===== config.mk =====
export PLATFORM = sky130hd
export DESIGN_NAME = otter_fetch_stage_flat
export DESIGN_NICKNAME = d
export VERILOG_FILES = /design/src/rtl/otter_fetch_stage_if.sv /design/src/rtl/otter_fetch_stage.sv /design/src/flat_wrapper.sv
export SDC_FILE = /design/constraint.sdc
export NUM_CORES = 1
export LEC_CHECK = 0
export BUFFER_PORTS_ARGS = -buffer_cell sky130_fd_sc_hd__buf_4
export CORE_UTILIZATION = 51
export CTS_CLUSTER_DIAMETER = 120
export DETAILED_ROUTE_END_ITERATION = 10
export GPL_TIMING_DRIVEN = 0
export PLACE_DENSITY = 0.91
export SYNTH_ARGS = -nofsm -noshare
export SYNTH_HDL_FRONTEND = slang
export SYNTH_SLANG_ARGS = --single-unit

===== constraint.sdc =====
create_clock -name CLK -period 3.4 [get_ports CLK]
set_input_delay 0.34 -clock CLK [delete_from_list [all_inputs] [get_ports CLK]]
set_output_delay 0.34 -clock CLK [all_outputs]
set_load 0.005 [all_outputs]

===== src/rtl/otter_fetch_stage_if.sv =====
// otter_fetch_stage_if
//   Bundles the fetch stage's control inputs, instruction-memory port 1 and
//   IF/ID pipeline-register outputs.
//   master : fetch stage side (drives IMEM_ADDR/IMEM_RD and the IF_ID_* outputs)
//   slave  : environment side (hazard unit, execute redirect, memory, decode)
//   Signals:
//     STALL, FLUSH, REDIRECT_PC[31:0]          control from hazard unit / execute
//     IMEM_ADDR[31:0], IMEM_RD, IMEM_DOUT[31:0] memory port 1
//     IF_ID_PC, IF_ID_PC4, IF_ID_IR, IF_ID_VALID IF/ID register to decode
//     FETCH_MISALIGN                            only with OTTER_FETCH_MISALIGN_EN
interface otter_fetch_stage_if;
    logic        STALL;
    logic        FLUSH;
    logic [31:0] REDIRECT_PC;
    logic [31:0] IMEM_ADDR;
    logic        IMEM_RD;
    logic [31:0] IMEM_DOUT;
    logic [31:0] IF_ID_PC;
    logic [31:0] IF_ID_PC4;
    logic [31:0] IF_ID_IR;
    logic        IF_ID_VALID;
`ifdef OTTER_FETCH_MISALIGN_EN
    logic        FETCH_MISALIGN;

    modport master (
        input  STALL, FLUSH, REDIRECT_PC, IMEM_DOUT,
        output IMEM_ADDR, IMEM_RD, IF_ID_PC, IF_ID_PC4, IF_ID_IR, IF_ID_VALID,
        output FETCH_MISALIGN
    );
    modport slave (
        output STALL, FLUSH, REDIRECT_PC, IMEM_DOUT,
        input  IMEM_ADDR, IMEM_RD, IF_ID_PC, IF_ID_PC4, IF_ID_IR, IF_ID_VALID,
        input  FETCH_MISALIGN
    );
`else
    modport master (
        input  STALL, FLUSH, REDIRECT_PC, IMEM_DOUT,
        output IMEM_ADDR, IMEM_RD, IF_ID_PC, IF_ID_PC4, IF_ID_IR, IF_ID_VALID
    );
    modport slave (
        output STALL, FLUSH, REDIRECT_PC, IMEM_DOUT,
        input  IMEM_ADDR, IMEM_RD, IF_ID_PC, IF_ID_PC4, IF_ID_IR, IF_ID_VALID
    );
`endif
endinterface


===== src/rtl/otter_fetch_stage.sv =====
// otter_fetch_stage
//   Pipelined instruction-fetch stage of the OTTER RV32I core. Owns the PC,
//   drives synchronous-read memory port 1 (1-cycle latency) and presents the
//   fetched instruction, its PC and PC+4 as the IF/ID register.
//   Ports:
//     CLK  - system clock, rising edge
//     RST  - asynchronous active-high reset
//     bus  - otter_fetch_stage_if.master (control, memory port, IF/ID outputs)
//   Parameters:
//     RESET_VEC - first fetch address after reset (word aligned)
//     NOP_INSTR - word presented while IF/ID holds no live instruction
//   Optional: define OTTER_FETCH_MISALIGN_EN to add the registered
//   FETCH_MISALIGN flag for redirects with REDIRECT_PC[1:0] != 0.
module otter_fetch_stage #(
    parameter logic [31:0] RESET_VEC = 32'h0000_0000,
    parameter logic [31:0] NOP_INSTR = 32'h0000_0013
) (
    input  logic                CLK,
    input  logic                RST,
    otter_fetch_stage_if.master bus
);

    logic [31:0] pc_q;        // next sequential fetch address
    logic [31:0] d_pc;        // PC of the instruction whose data is on IMEM_DOUT
    logic        d_valid;
    logic        held;        // hold_ir holds the presented word (memory not re-read)
    logic [31:0] hold_ir;
    logic [31:0] redirect_aligned;

    assign redirect_aligned = bus.REDIRECT_PC & 32'hFFFF_FFFC;

    // Priority FLUSH > STALL > advance. A flush fetches the target in the same
    // cycle, so the redirected instruction is presented on the next cycle.
    always_ff @(posedge CLK or posedge RST) begin
        if (RST) begin
            pc_q    <= RESET_VEC;
            d_pc    <= RESET_VEC;
            d_valid <= 1'b0;
            held    <= 1'b0;
            hold_ir <= '0;
        end else if (bus.FLUSH) begin
            d_pc    <= redirect_aligned;
            d_valid <= 1'b1;
            pc_q    <= redirect_aligned + 32'd4;
            held    <= 1'b0;
        end else if (bus.STALL) begin
            // Memory output is only valid for one cycle; capture it on the
            // first stalled edge so IF_ID_IR stays stable for the whole stall.
            if (!held) begin
                hold_ir <= bus.IMEM_DOUT;
                held    <= 1'b1;
            end
        end else begin
            d_pc    <= pc_q;
            d_valid <= 1'b1;
            pc_q    <= pc_q + 32'd4;
            held    <= 1'b0;
        end
    end

`ifdef OTTER_FETCH_MISALIGN_EN
    logic misalign_q;

    always_ff @(posedge CLK or posedge RST) begin
        if (RST) begin
            misalign_q <= 1'b0;
        end else begin
            misalign_q <= bus.FLUSH & (|bus.REDIRECT_PC[1:0]);
        end
    end

    assign bus.FETCH_MISALIGN = misalign_q;
`endif

    always_comb begin
        bus.IMEM_ADDR   = pc_q;
        bus.IMEM_RD     = 1'b0;
        bus.IF_ID_VALID = 1'b0;
        bus.IF_ID_IR    = NOP_INSTR;
        bus.IF_ID_PC    = d_pc;
        bus.IF_ID_PC4   = d_pc + 32'd4;

        if (bus.FLUSH) begin
            bus.IMEM_ADDR = redirect_aligned;
        end
        bus.IMEM_RD     = ~RST & (bus.FLUSH | ~bus.STALL);
        bus.IF_ID_VALID = d_valid & ~bus.FLUSH;
        if (d_valid) begin
            bus.IF_ID_IR = held ? hold_ir : bus.IMEM_DOUT;
        end
    end

endmodule


===== src/flat_wrapper.sv =====
// flat-port wrapper written by rule: the top's interface ports become plain ports
module otter_fetch_stage_flat 
#(
    parameter logic [31:0] RESET_VEC = 32'h0000_0000,
    parameter logic [31:0] NOP_INSTR = 32'h0000_0013
)
  (CLK, RST, bus_STALL, bus_FLUSH, bus_REDIRECT_PC, bus_IMEM_DOUT, bus_IMEM_ADDR, bus_IMEM_RD, bus_IF_ID_PC, bus_IF_ID_PC4, bus_IF_ID_IR, bus_IF_ID_VALID);
  otter_fetch_stage_if bus_i ();
  input  logic CLK;
  input  logic RST;
  input wire logic [$bits(bus_i.STALL)-1:0] bus_STALL;
  input wire logic [$bits(bus_i.FLUSH)-1:0] bus_FLUSH;
  input wire logic [$bits(bus_i.REDIRECT_PC)-1:0] bus_REDIRECT_PC;
  input wire logic [$bits(bus_i.IMEM_DOUT)-1:0] bus_IMEM_DOUT;
  output wire logic [$bits(bus_i.IMEM_ADDR)-1:0] bus_IMEM_ADDR;
  output wire logic [$bits(bus_i.IMEM_RD)-1:0] bus_IMEM_RD;
  output wire logic [$bits(bus_i.IF_ID_PC)-1:0] bus_IF_ID_PC;
  output wire logic [$bits(bus_i.IF_ID_PC4)-1:0] bus_IF_ID_PC4;
  output wire logic [$bits(bus_i.IF_ID_IR)-1:0] bus_IF_ID_IR;
  output wire logic [$bits(bus_i.IF_ID_VALID)-1:0] bus_IF_ID_VALID;
  assign bus_i.STALL = bus_STALL;
  assign bus_i.FLUSH = bus_FLUSH;
  assign bus_i.REDIRECT_PC = bus_REDIRECT_PC;
  assign bus_i.IMEM_DOUT = bus_IMEM_DOUT;
  assign bus_IMEM_ADDR = bus_i.IMEM_ADDR;
  assign bus_IMEM_RD = bus_i.IMEM_RD;
  assign bus_IF_ID_PC = bus_i.IF_ID_PC;
  assign bus_IF_ID_PC4 = bus_i.IF_ID_PC4;
  assign bus_IF_ID_IR = bus_i.IF_ID_IR;
  assign bus_IF_ID_VALID = bus_i.IF_ID_VALID;
  otter_fetch_stage #(.RESET_VEC(RESET_VEC), .NOP_INSTR(NOP_INSTR)) u_core (.CLK(CLK), .RST(RST), .bus(bus_i));
endmodule

==> results of run 1 <==
per-layer routing:
layer / routed length (um) / vias to the layer above / part of all wire [%]
li1: - / 2565 / -
met3: 1620 / 42 / 9.3
met5: 0 / - / 0
met1: 6990 / 2625 / 40
met4: 345 / 0 / 2.0
met2: 8340 / 325 / 48
logic make-up (layout without fill, tap and decap cells):
| logic type | after synthesis | after routing |
|---|---|---|
| other | 1 | 6 |
| AND/OR/NAND/NOR | 231 | 231 |
| flip-flops | 94 | 94 |
| XOR/XNOR | 43 | 43 |
| multiplexers | 96 | 96 |
| adder cells (fa/ha/maj) | 2 | 2 |
| buffers and inverters | 66 | 271 |
| AO/OA/AOI/OAI | 85 | 85 |
synth_stat cells (8+ instances only):
| cell | count | area, um2 |
|---|---|---|
| a21oi_1 | 39 | 195 |
| and3_1 | 11 | 68.8 |
| and4_1 | 9 | 78.8 |
| clkbuf_1 | 18 | 67.6 |
| dfrtp_1 | 94 | 2350 |
| inv_1 | 27 | 101 |
| mux2_2 | 34 | 383 |
| mux2i_1 | 57 | 571 |
| nand2_1 | 40 | 150 |
| nand3_1 | 22 | 110 |
| nand4_1 | 9 | 56.3 |
| nor2_1 | 66 | 248 |
| nor2b_1 | 30 | 188 |
| nor3_1 | 10 | 50.1 |
| o21ai_0 | 8 | 40.0 |
| o31ai_1 | 12 | 90.1 |
| xnor2_1 | 33 | 289 |
| xor2_1 | 10 | 87.6 |
final timing paths:
check / startpoint / to / slack [ns] / depth (start not counted)
min in group CLK: bus_IMEM_DOUT[10] / u_core.hold_ir[10] / 0.23 / 2
max in group asynchronous: RST / u_core.bus.IF_ID_PC[21] / 2.69 / 3
max reg2reg: u_core.pc_q[2] / u_core.pc_q[28] / 1.12 / 7
max: bus_FLUSH / u_core.pc_q[28] / 0.42 / 12
min: RST / u_core.bus.IF_ID_PC[11] / 0.06 / 2
min reg2reg: u_core.pc_q[30] / u_core.pc_q[30] / 0.48 / 2
repair_timing:
| item | 4_1_cts | 5_1_grt |
|---|---|---|
| resized for setup | 0 | 1 |
| endpoints found under the setup margin | 0 | 2 |
| endpoints found under the hold margin | 0 | 0 |
| buffers inserted | 0 | 0 |
registers in the layout (all words and copies together) (netlist names):
register and cells:
u_core.d_valid 1, u_core.hold_ir 32, u_core.bus.IF_ID_PC 30, u_core.pc_q 30, u_core.held 1
metrics by stage:
step                total power [uW]  util [%]  instance area (um2)  TNS, ns  hold slack, ns
finish                          3550      71.0                 7830        0          0.0627
global route                    3720      71.0                 7830        0           0.104
CTS                             3550      70.9                 7820        0          0.0765
detailed placement              2540      68.2                 7520        0           0.436
global placement                2500      67.9                 7490   -50.06           0.458
floorplan                       1990         -                 5910        0           0.445
worst max-delay path, delay by kind of cell:
kind            cells  cell delay (ns)
mux                 1             0.25
simple gates        1             0.63
fa+ha+maj           1             0.27
compound gates      3             0.60
buf+inv             6             1.12
power groups by stage:
stage | sequential, uW | combinational, uW | clock, uW
finish | 1480 | 1060 | 1010
global route | 1500 | 1150 | 1070
global placement | 1480 | 1020 | 0
detailed placement | 1490 | 1050 | 0
floorplan | 1450 | 542 | 0
CTS | 1470 | 1060 | 1020
cell type report:
type	count	area, um2	share of cell area, %
buffer	38	228	2.91
multi-input combinational	463	3230	41.3
inverter	28	108	1.37
timing repair buffer	189	1440	18.4
sequential	94	2350	30.0
clock inverter	3	43.8	0.559
tap	140	175	2.24
clock buffer	13	250	3.20
==> impl_metrics.env, run 1 <==
export IMPL_finalWirelength_um=17300
export IMPL_path_clk_slew_ns=0.06
export IMPL_viasPerCell=5.74
export IMPL_coreArea_mm2=0.0110
export IMPL_track_usage_pct=29.1
export IMPL_dr_first_iter_drc_count=489
export IMPL_holdCritPathClass="in2async"
export IMPL_synth_xor_area_share_pct=6.40
export IMPL_cp_end_kind="flop"
export IMPL_arrival_ns=3.22
export IMPL_syn_area_mm2=0.00589
export IMPL_synth_adder_area_share_pct=0.425
export IMPL_antenna_found_initial=0
export IMPL_synthFlopType="dfrtp_1"
export IMPL_ios=198
export IMPL_cpMostUsedCell="buf_12"
export IMPL_synth_top_family_by_area="simple AND/OR/NAND/NOR gates"
export IMPL_die_area_mm2=0.0120
export IMPL_num_vias=5557
export IMPL_grt_start_max_net_pins=55
export IMPL_clock_sinks=94
export IMPL_finalMaxSlewViolations=0
export IMPL_use_met2_pct=48.4
export IMPL_clk_path_buf_depth=2
export IMPL_irDropWorstVdd_mv=0.257
export IMPL_seqPwrFrac_pct=41.6
export IMPL_slowest_stage="nor3_2"
export IMPL_worstMarginPinSlew_ns=0.846
export IMPL_cts_tree="done"
export IMPL_hold_buffers=0
export IMPL_status="finished clean"
export IMPL_grt_pass1_wl_um=26600
export IMPL_num_antenna_cells=0
export IMPL_p_int_uw=2460
export IMPL_finalClockSkew_ns=0.00718
export IMPL_hpwlAfterDp_um=13100
export IMPL_postRouteAntennaNets=0
export IMPL_cp_max_fo=10
export IMPL_powerDensity_mw_per_mm2=453
export IMPL_die_h_um=109
export IMPL_most_common_layout_cells="195 x buf_4, 94 x dfrtp_1, 66 x nor2_1, 57 x mux2i_1, 40 x nand2_1"
export IMPL_grt_setup_unrepaired="no"
export IMPL_port_buffers=188
export IMPL_final_common_cell="buf_4"
export IMPL_period_needed_ns=2.98
export IMPL_p_clk_share_pct=28.4
export IMPL_clk_latency_ns=0.34
export IMPL_grtUsageMet1_pct=37.7
export IMPL_max_cap_violations=0
export IMPL_p_leak_uw=0.00361
export IMPL_setup_violations=0
export IMPL_p_sw_uw=1090
export IMPL_cpPeakStageDelay_ns=0.63
export IMPL_max_slew_margin_pct=43.2
export IMPL_syn_inst=618
export IMPL_grt_pass1_vias=5145
export IMPL_synth_mux_area_share_pct=17.2
export IMPL_required_ns=3.64
export IMPL_swShare_pct=30.6
export IMPL_ys_ff_latch=94
export IMPL_ys_seq_area_share_pct=39.9
export IMPL_worstPathCellList="buf_6 > buf_12 > buf_12 > buf_8 > buf_4 > buf_2 > mux2_2 > ha_1 > o211ai_4 > nor3_2 > a31oi_1 > o31ai_1"
export IMPL_die_w_um=109
export IMPL_synth_compound_area_share_pct=9.18
export IMPL_start_util_pct=53.4
export IMPL_combPwrFrac_pct=30.0
export IMPL_cts_max_level=3
export IMPL_synthArstFlopShare_pct=100
export IMPL_n_fill_cell=812
export IMPL_synthToLayoutAreaGrowth_pct=33.0
export IMPL_layout_nets=893
export IMPL_timing_fmax_mhz=335
export IMPL_place_ws_ns=0.119
export IMPL_hold_violations=0
export IMPL_cp_start_kind="input port"
export IMPL_finalCritPeriodShare_pct=87.7
export IMPL_rows=38
export IMPL_syn_mean_instance_area_um2=9.53
export IMPL_gp_congestion=0.947
export IMPL_grt_busiest_layer="met2"
export IMPL_grtUsageMet3_pct=4.51
export IMPL_firstDrtPassIters=7
export IMPL_synthSimpleGateAreaFrac_pct=21.1
export IMPL_synth_edf_count=0
export IMPL_drive_gt1_share_pct=32.2
export IMPL_post_place_cells=952
export IMPL_fin_cells=968
export IMPL_wire_per_inst_um=17.9
export IMPL_ys_warnings_count=0
export IMPL_critPathKind="in2reg"
export IMPL_grt_overflow=0
export IMPL_cts_root_buf="clkbuf_16"
export IMPL_cts_buffers=9
export IMPL_ys_types=59
export IMPL_drc=0
export IMPL_layout_setup_ws_ns=0.419
Note: power is estimated with default switching activity, not from simulation.
==> run 2, diff against run 1 <==
--- a/config.mk
+++ b/config.mk
@@ -11,6 +11,8 @@
 export DETAILED_ROUTE_END_ITERATION = 10
 export GPL_TIMING_DRIVEN = 0
 export PLACE_DENSITY = 0.91
+export REMOVE_ABC_BUFFERS = 1
+export SETUP_SLACK_MARGIN = 0.02
 export SYNTH_ARGS = -nofsm -noshare
 export SYNTH_HDL_FRONTEND = slang
 export SYNTH_SLANG_ARGS = --single-unit
==> run 2 against run 1 <==
  * Die area is the same
  * Register-to-register slack gained 0.03 ns
  * Count of clock-buffer cells in the layout decreased by 2
  * Flip-flop and latch count did not move
  * Clock skew fell by 0.0011 ns
  * Non-clock buffer count down 36
  * First-iteration DRC count decreased by 50%
  * Worst hold slack got worse by 0.0042 ns
  * Total power is 3.6% lower
  * Critical path type is now in2out
  * Critical endpoint is now bus_IMEM_RD
==> impl_metrics.env, run 2 (synthesis results as in run 1) <==
export IMPL_cp_start_kind="input port"
export IMPL_largest_reg_flops=32
export IMPL_viasPerCell=5.64
export IMPL_cp_end_kind="output pin"
export IMPL_ios=198
export IMPL_num_antenna_cells=0
export IMPL_hold_violations=0
export IMPL_post_place_cells=916
export IMPL_synthToLayoutAreaGrowth_pct=29.3
export IMPL_irDropWorstVdd_mv=0.273
export IMPL_coreArea_mm2=0.0110
export IMPL_most_common_layout_cells="189 x buf_4, 93 x dfrtp_1, 65 x nor2_1, 57 x mux2i_1, 40 x nand2_1"
export IMPL_rows=38
export IMPL_max_slew_margin_pct=34.2
export IMPL_die_h_um=109
export IMPL_final_common_cell="buf_4"
export IMPL_firstDrtPassIters=5
export IMPL_cts_max_level=3
export IMPL_p_int_uw=2360
export IMPL_finalClockSkew_ns=0.00603
export IMPL_postRouteAntennaNets=0
export IMPL_drc=0
export IMPL_worstMarginPinSlew_ns=0.987
export IMPL_p_leak_uw=0.00350
export IMPL_port_buffers=189
export IMPL_gp_congestion=0.875
export IMPL_clk_path_buf_depth=2
export IMPL_hold_buffers=0
export IMPL_track_usage_pct=26.8
export IMPL_wire_per_inst_um=16.9
export IMPL_max_cap_violations=0
export IMPL_p_clk_share_pct=26.8
export IMPL_seqPwrFrac_pct=43.5
export IMPL_critPathKind="in2out"
export IMPL_dr_first_iter_drc_count=246
export IMPL_grt_start_max_net_pins=65
export IMPL_required_ns=3.06
export IMPL_rr_startpoint="u_core.pc_q[2]"
export IMPL_period_needed_ns=3.05
export IMPL_clock_sinks=94
export IMPL_place_ws_ns=0.369
export IMPL_path_clk_slew_ns=0.06
export IMPL_combPwrFrac_pct=29.8
export IMPL_swShare_pct=30.9
export IMPL_finalCritPeriodShare_pct=89.7
export IMPL_cts_setup_buffers=0
export IMPL_cp_max_fo=64
export IMPL_timing_fmax_mhz=328
export IMPL_setup_violations=0
export IMPL_cts_tree="done"
export IMPL_top_register="u_core.hold_ir"
export IMPL_layout_setup_ws_ns=0.351
export IMPL_status="finished clean"
export IMPL_p_sw_uw=1060
export IMPL_grt_pass1_wl_um=24900
export IMPL_die_area_mm2=0.0120
export IMPL_cts_buffers=9
export IMPL_antenna_found_initial=0
export IMPL_finalMaxSlewViolations=0
export IMPL_die_w_um=109
export IMPL_arrival_ns=2.71
export IMPL_start_util_pct=53.4
export IMPL_layout_nets=857
export IMPL_cp_startpoint="bus_FLUSH"
export IMPL_holdCritPathClass="in2async"
export IMPL_drive_gt1_share_pct=32.4
export IMPL_cts_resized=1
export IMPL_finalWirelength_um=15800
export IMPL_hpwlAfterDp_um=11800
export IMPL_fin_cells=932
export IMPL_grt_pass1_vias=5063
export IMPL_num_vias=5259
export IMPL_powerDensity_mw_per_mm2=449
export IMPL_grt_setup_unrepaired="no"
export IMPL_grt_overflow=0
export IMPL_clk_latency_ns=0.33
export IMPL_cts_root_buf="clkbuf_16"
[run 2: cell types whose count changed in the layout (fill, tap and decap cells not counted), sizes merged]
cell    previous run  this run
buf              209       191
bufinv             1         0
clkbuf            31        11
clkinv             2         5
[run 2: final timing paths]
path	to	slack [ns]	cells past startpoint
min in group CLK	u_core.hold_ir[15]	0.24	2
setup reg to reg	u_core.pc_q[30]	1.15	7
setup / recovery	bus_IMEM_RD	0.35	6
max in group asynchronous	u_core.bus.IF_ID_PC[21]	2.70	3
hold / removal	u_core.hold_ir[16]	0.06	2
hold reg to reg	u_core.pc_q[29]	0.48	2
[run 2: metal layers]
metal	up-vias	track usage (%)	wire length, um
met2	258	44.3	7460
met4	0	9.33	367
met3	41	4.09	1200
met1	2477	35.7	6740
met5	-	0	0
li1	2483	-	-
[run 2: final cells by class]
class / count / area [um2]
multi-input cells: 463 / 3240
repair buffers: 191 / 1470
well taps: 140 / 175
clock buffers: 11 / 243
clock inverters: 5 / 25.0
flip-flops and latches: 94 / 2350
inverters: 28 / 108
fillers: 849 / 3420
[run 2: stage by stage]
stage          hold WS (ns)  cell area (um2)  util (%)  total power [uW]  TNS [ns]
2_1_floorplan         0.437             5680         -              1960     -9.66
3_3_place_gp          0.461             7270      65.9              2460   -145.12
3_5_place_dp          0.431             7340      66.5              2520         0
4_1_cts              0.0779             7610      69.0              3440         0
5_1_grt              0.0951             7610      69.0              3600         0
6_report             0.0585             7610      69.0              3420         0
[run 2: worst max-delay path, cell delays in order]
cell,delay [ns]
buf_4,0.60
nand2b_2,0.77
buf_12,0.28
inv_2,0.34
nor2_1,0.19
buf_4,0.13
[run 2: power groups by stage]
stage / Combinational, uW / Clock (uW) / Sequential (uW)
global route: 1120 / 980 / 1510
detailed placement: 1020 / 0 / 1500
floorplan: 506 / 0 / 1450
CTS: 1020 / 933 / 1480
global placement: 981 / 0 / 1480
finish: 1020 / 915 / 1490
==> run 3, diff against run 2 <==
--- a/config.mk
+++ b/config.mk
@@ -6,11 +6,11 @@
 export NUM_CORES = 1
 export LEC_CHECK = 0
 export BUFFER_PORTS_ARGS = -buffer_cell sky130_fd_sc_hd__buf_4
-export CORE_UTILIZATION = 51
+export CORE_UTILIZATION = 46
 export CTS_CLUSTER_DIAMETER = 120
 export DETAILED_ROUTE_END_ITERATION = 10
 export GPL_TIMING_DRIVEN = 0
-export PLACE_DENSITY = 0.91
+export PLACE_DENSITY = 0.87
 export REMOVE_ABC_BUFFERS = 1
 export SETUP_SLACK_MARGIN = 0.02
 export SYNTH_ARGS = -nofsm -noshare
==> constraint.sdc (replaced) <==
create_clock -name CLK -period 2.44 [get_ports CLK]
set_input_delay 0.244 -clock CLK [delete_from_list [all_inputs] [get_ports CLK]]
set_output_delay 0.244 -clock CLK [all_outputs]
set_load 0.005 [all_outputs]
==> run 3 against run 2 <==
  * Global-route usage fell by 2.1 points
  * Total power rose by 47%
  * Clock skew fell by 0.00074 ns
  * Cell area rose by 3.0%
  * Core utilization fell by 5.1 points
  * Sequential power rose by 38%
  * First-iteration DRC count rose by 74%
  * Sequential share of layout area fell by 0.82 points
  * Die area rose by 11%
  * Combinational power rose by 42%
  * Worst setup slack got worse by 0.26 ns
  * Largest power group unchanged
==> impl_metrics.env, run 3 (synthesis results as in run 1) <==
export IMPL_wire_per_inst_um=16.7
export IMPL_timing_fmax_mhz=426
export IMPL_hold_violations=0
export IMPL_cp_max_fo=4
export IMPL_antenna_found_initial=0
export IMPL_grt_pass1_vias=4869
export IMPL_clock_sinks=94
export IMPL_finalMaxSlewViolations=0
export IMPL_top_register="u_core.hold_ir"
export IMPL_die_h_um=115
export IMPL_cp_start_kind="flop"
export IMPL_num_antenna_cells=0
export IMPL_grt_setup_unrepaired="yes"
export IMPL_port_buffers=189
export IMPL_hold_buffers=0
export IMPL_largest_reg_flops=32
export IMPL_max_slew_margin_pct=39.2
export IMPL_final_common_cell="buf_4"
export IMPL_num_vias=5191
export IMPL_most_common_layout_cells="193 x buf_4, 88 x dfrtp_1, 64 x nor2_1, 57 x mux2i_1, 40 x nand2_1"
export IMPL_irDropWorstVdd_mv=0.291
export IMPL_arrival_ns=2.10
export IMPL_final_util_pct=63.9
export IMPL_place_ws_ns=-0.645
export IMPL_cts_buffers=9
export IMPL_die_w_um=115
export IMPL_viasPerCell=5.36
export IMPL_ios=198
export IMPL_required_ns=2.20
export IMPL_path_clk_slew_ns=0.07
export IMPL_reg2reg_slack_ns=0.28
export IMPL_n_fill_cell=998
export IMPL_rows=40
export IMPL_cp_startpoint="u_core.bus.IF_ID_PC[3]"
export IMPL_grt_start_max_net_pins=65
export IMPL_powerDensity_mw_per_mm2=641
export IMPL_worstPathCellList="ha_2 > and4_4 > nor3b_4 > buf_12 > and3_4 > nand3_1 > xnor2_1 > buf_4"
export IMPL_setup_violations=0
export IMPL_period_needed_ns=2.35
export IMPL_gp_congestion=0.854
export IMPL_rr_startpoint="u_core.pc_q[2]"
export IMPL_ff2ff_path_depth=7
export IMPL_cpPeakStageDelay_ns=0.37
export IMPL_seqCellArea_mm2=0.00236
export IMPL_track_usage_pct=24.6
export IMPL_critPathKind="reg2out"
export IMPL_coreArea_mm2=0.0123
export IMPL_cts_tree="done"
export IMPL_hpwlAfterDp_um=11700
export IMPL_status="finished clean"
export IMPL_grt_pass1_wl_um=25300
export IMPL_layout_nets=865
export IMPL_max_cap_violations=0
export IMPL_p_leak_uw=0.00358
export IMPL_power_total_uw=5020
export IMPL_finalWirelength_um=16200
export IMPL_cp_endpoint="bus_IF_ID_PC4[16]"
export IMPL_holdCritPathClass="in2async"
export IMPL_postRouteAntennaNets=0
export IMPL_drive_gt1_share_pct=34.6
export IMPL_grt_overflow=0
export IMPL_clk_latency_ns=0.34
export IMPL_layout_setup_ws_ns=0.0949
export IMPL_die_area_mm2=0.0133
export IMPL_worstMarginPinSlew_ns=0.910
export IMPL_drc=0
export IMPL_cts_root_buf="clkbuf_16"
export IMPL_synthToLayoutAreaGrowth_pct=33.2
export IMPL_slowest_stage="dfrtp_1"
export IMPL_cp_end_kind="output pin"
export IMPL_setup_tns_ns=0
export IMPL_dr_first_iter_drc_count=429
export IMPL_firstDrtPassIters=5
export IMPL_finalCritPeriodShare_pct=96.1
export IMPL_r2r_end="u_core.pc_q[30]"
export IMPL_cts_max_level=3
export IMPL_finalClockSkew_ns=0.00529
export IMPL_clk_path_buf_depth=2
export IMPL_multiInputGateArea_mm2=0.00329
export IMPL_start_util_pct=48.0
==> run 3: changes by cell type in the layout (fill, tap and decap cells not counted), moves of 2 or more <==
cell | before | now
buf_12 | 1 | 3
clkinv_2 | 5 | 2
dfrtp_1 | 93 | 88
and3_1 | 11 | 9
clkinvlp_4 | 0 | 2
buf_4 | 189 | 193
dfrtp_2 | 1 | 6
bufinv_16 | 0 | 2
==> run 3: cell type report <==
| type | count | area share, % |
|---|---|---|
| clock buffers | 10 | 3.05 |
| clock inverters | 6 | 1.09 |
| inverters | 28 | 1.37 |
| multi-input cells | 464 | 41.9 |
| flip-flops and latches | 94 | 30.1 |
| well taps | 168 | 2.68 |
| repair buffers | 198 | 19.8 |
==> run 3: report_power, final <==
| part | switching (uW) | internal [uW] | total (uW) |
|---|---|---|---|
| Clock | 594 | 922 | 1520 |
| Combinational | 660 | 792 | 1450 |
| Sequential | 247 | 1810 | 2060 |
| Total | 1500 | 3520 | 5020 |
==> run 3: what timing repair did <==
item | in CTS | in global routing
buffers inserted | 4 | 1
setup endpoints to repair | 48 | 17
cloned | 0 | 1
pin swaps | 1 | 4
resized for setup | 5 | 13
==> run 3: worst min path at each step <==
| stage | to | slack, ns | cells past startpoint |
|---|---|---|---|
| final | u_core.bus.IF_ID_PC[6] | 0.02 | 2 |
| after floorplan | u_core.pc_q[18] | 0.34 | 1 |
| after detailed placement | u_core.hold_ir[10] | 0.41 | 2 |
| after CTS | u_core.hold_ir[10] | 0.04 | 2 |
| after global routing | u_core.hold_ir[10] | 0.07 | 2 |
| after global placement | u_core.pc_q[31] | 0.46 | 2 |
==> run 3: worst max-delay path, delay by kind of cell, from the launching register on <==
kind / cells / cell delay, ns
and+or+nand+nor: 4 / 0.74
DFF: 1 / 0.37
buffers and inverters: 2 / 0.28
adders and majority gates: 1 / 0.21
xor gates and xnor gates: 1 / 0.14
==> run 3: per-layer routing <==
metal / routed length [um] / track usage (%) / vias to the layer above
met5: 0 / 0 / -
met1: 6920 / 32.9 / 2468
li1: - / - / 2507
met3: 886 / 3.22 / 16
met2: 8170 / 41.3 / 200
met4: 237 / 8.48 / 0
==> run 3: per-stage QoR <==
stage	area, um2	hold slack, ns	instances
finish	7840	0.0247	968
CTS	7790	0.0419	966
detailed placement	7400	0.406	946
global placement	7310	0.460	942
floorplan	5680	0.341	585
global route	7840	0.0740	968
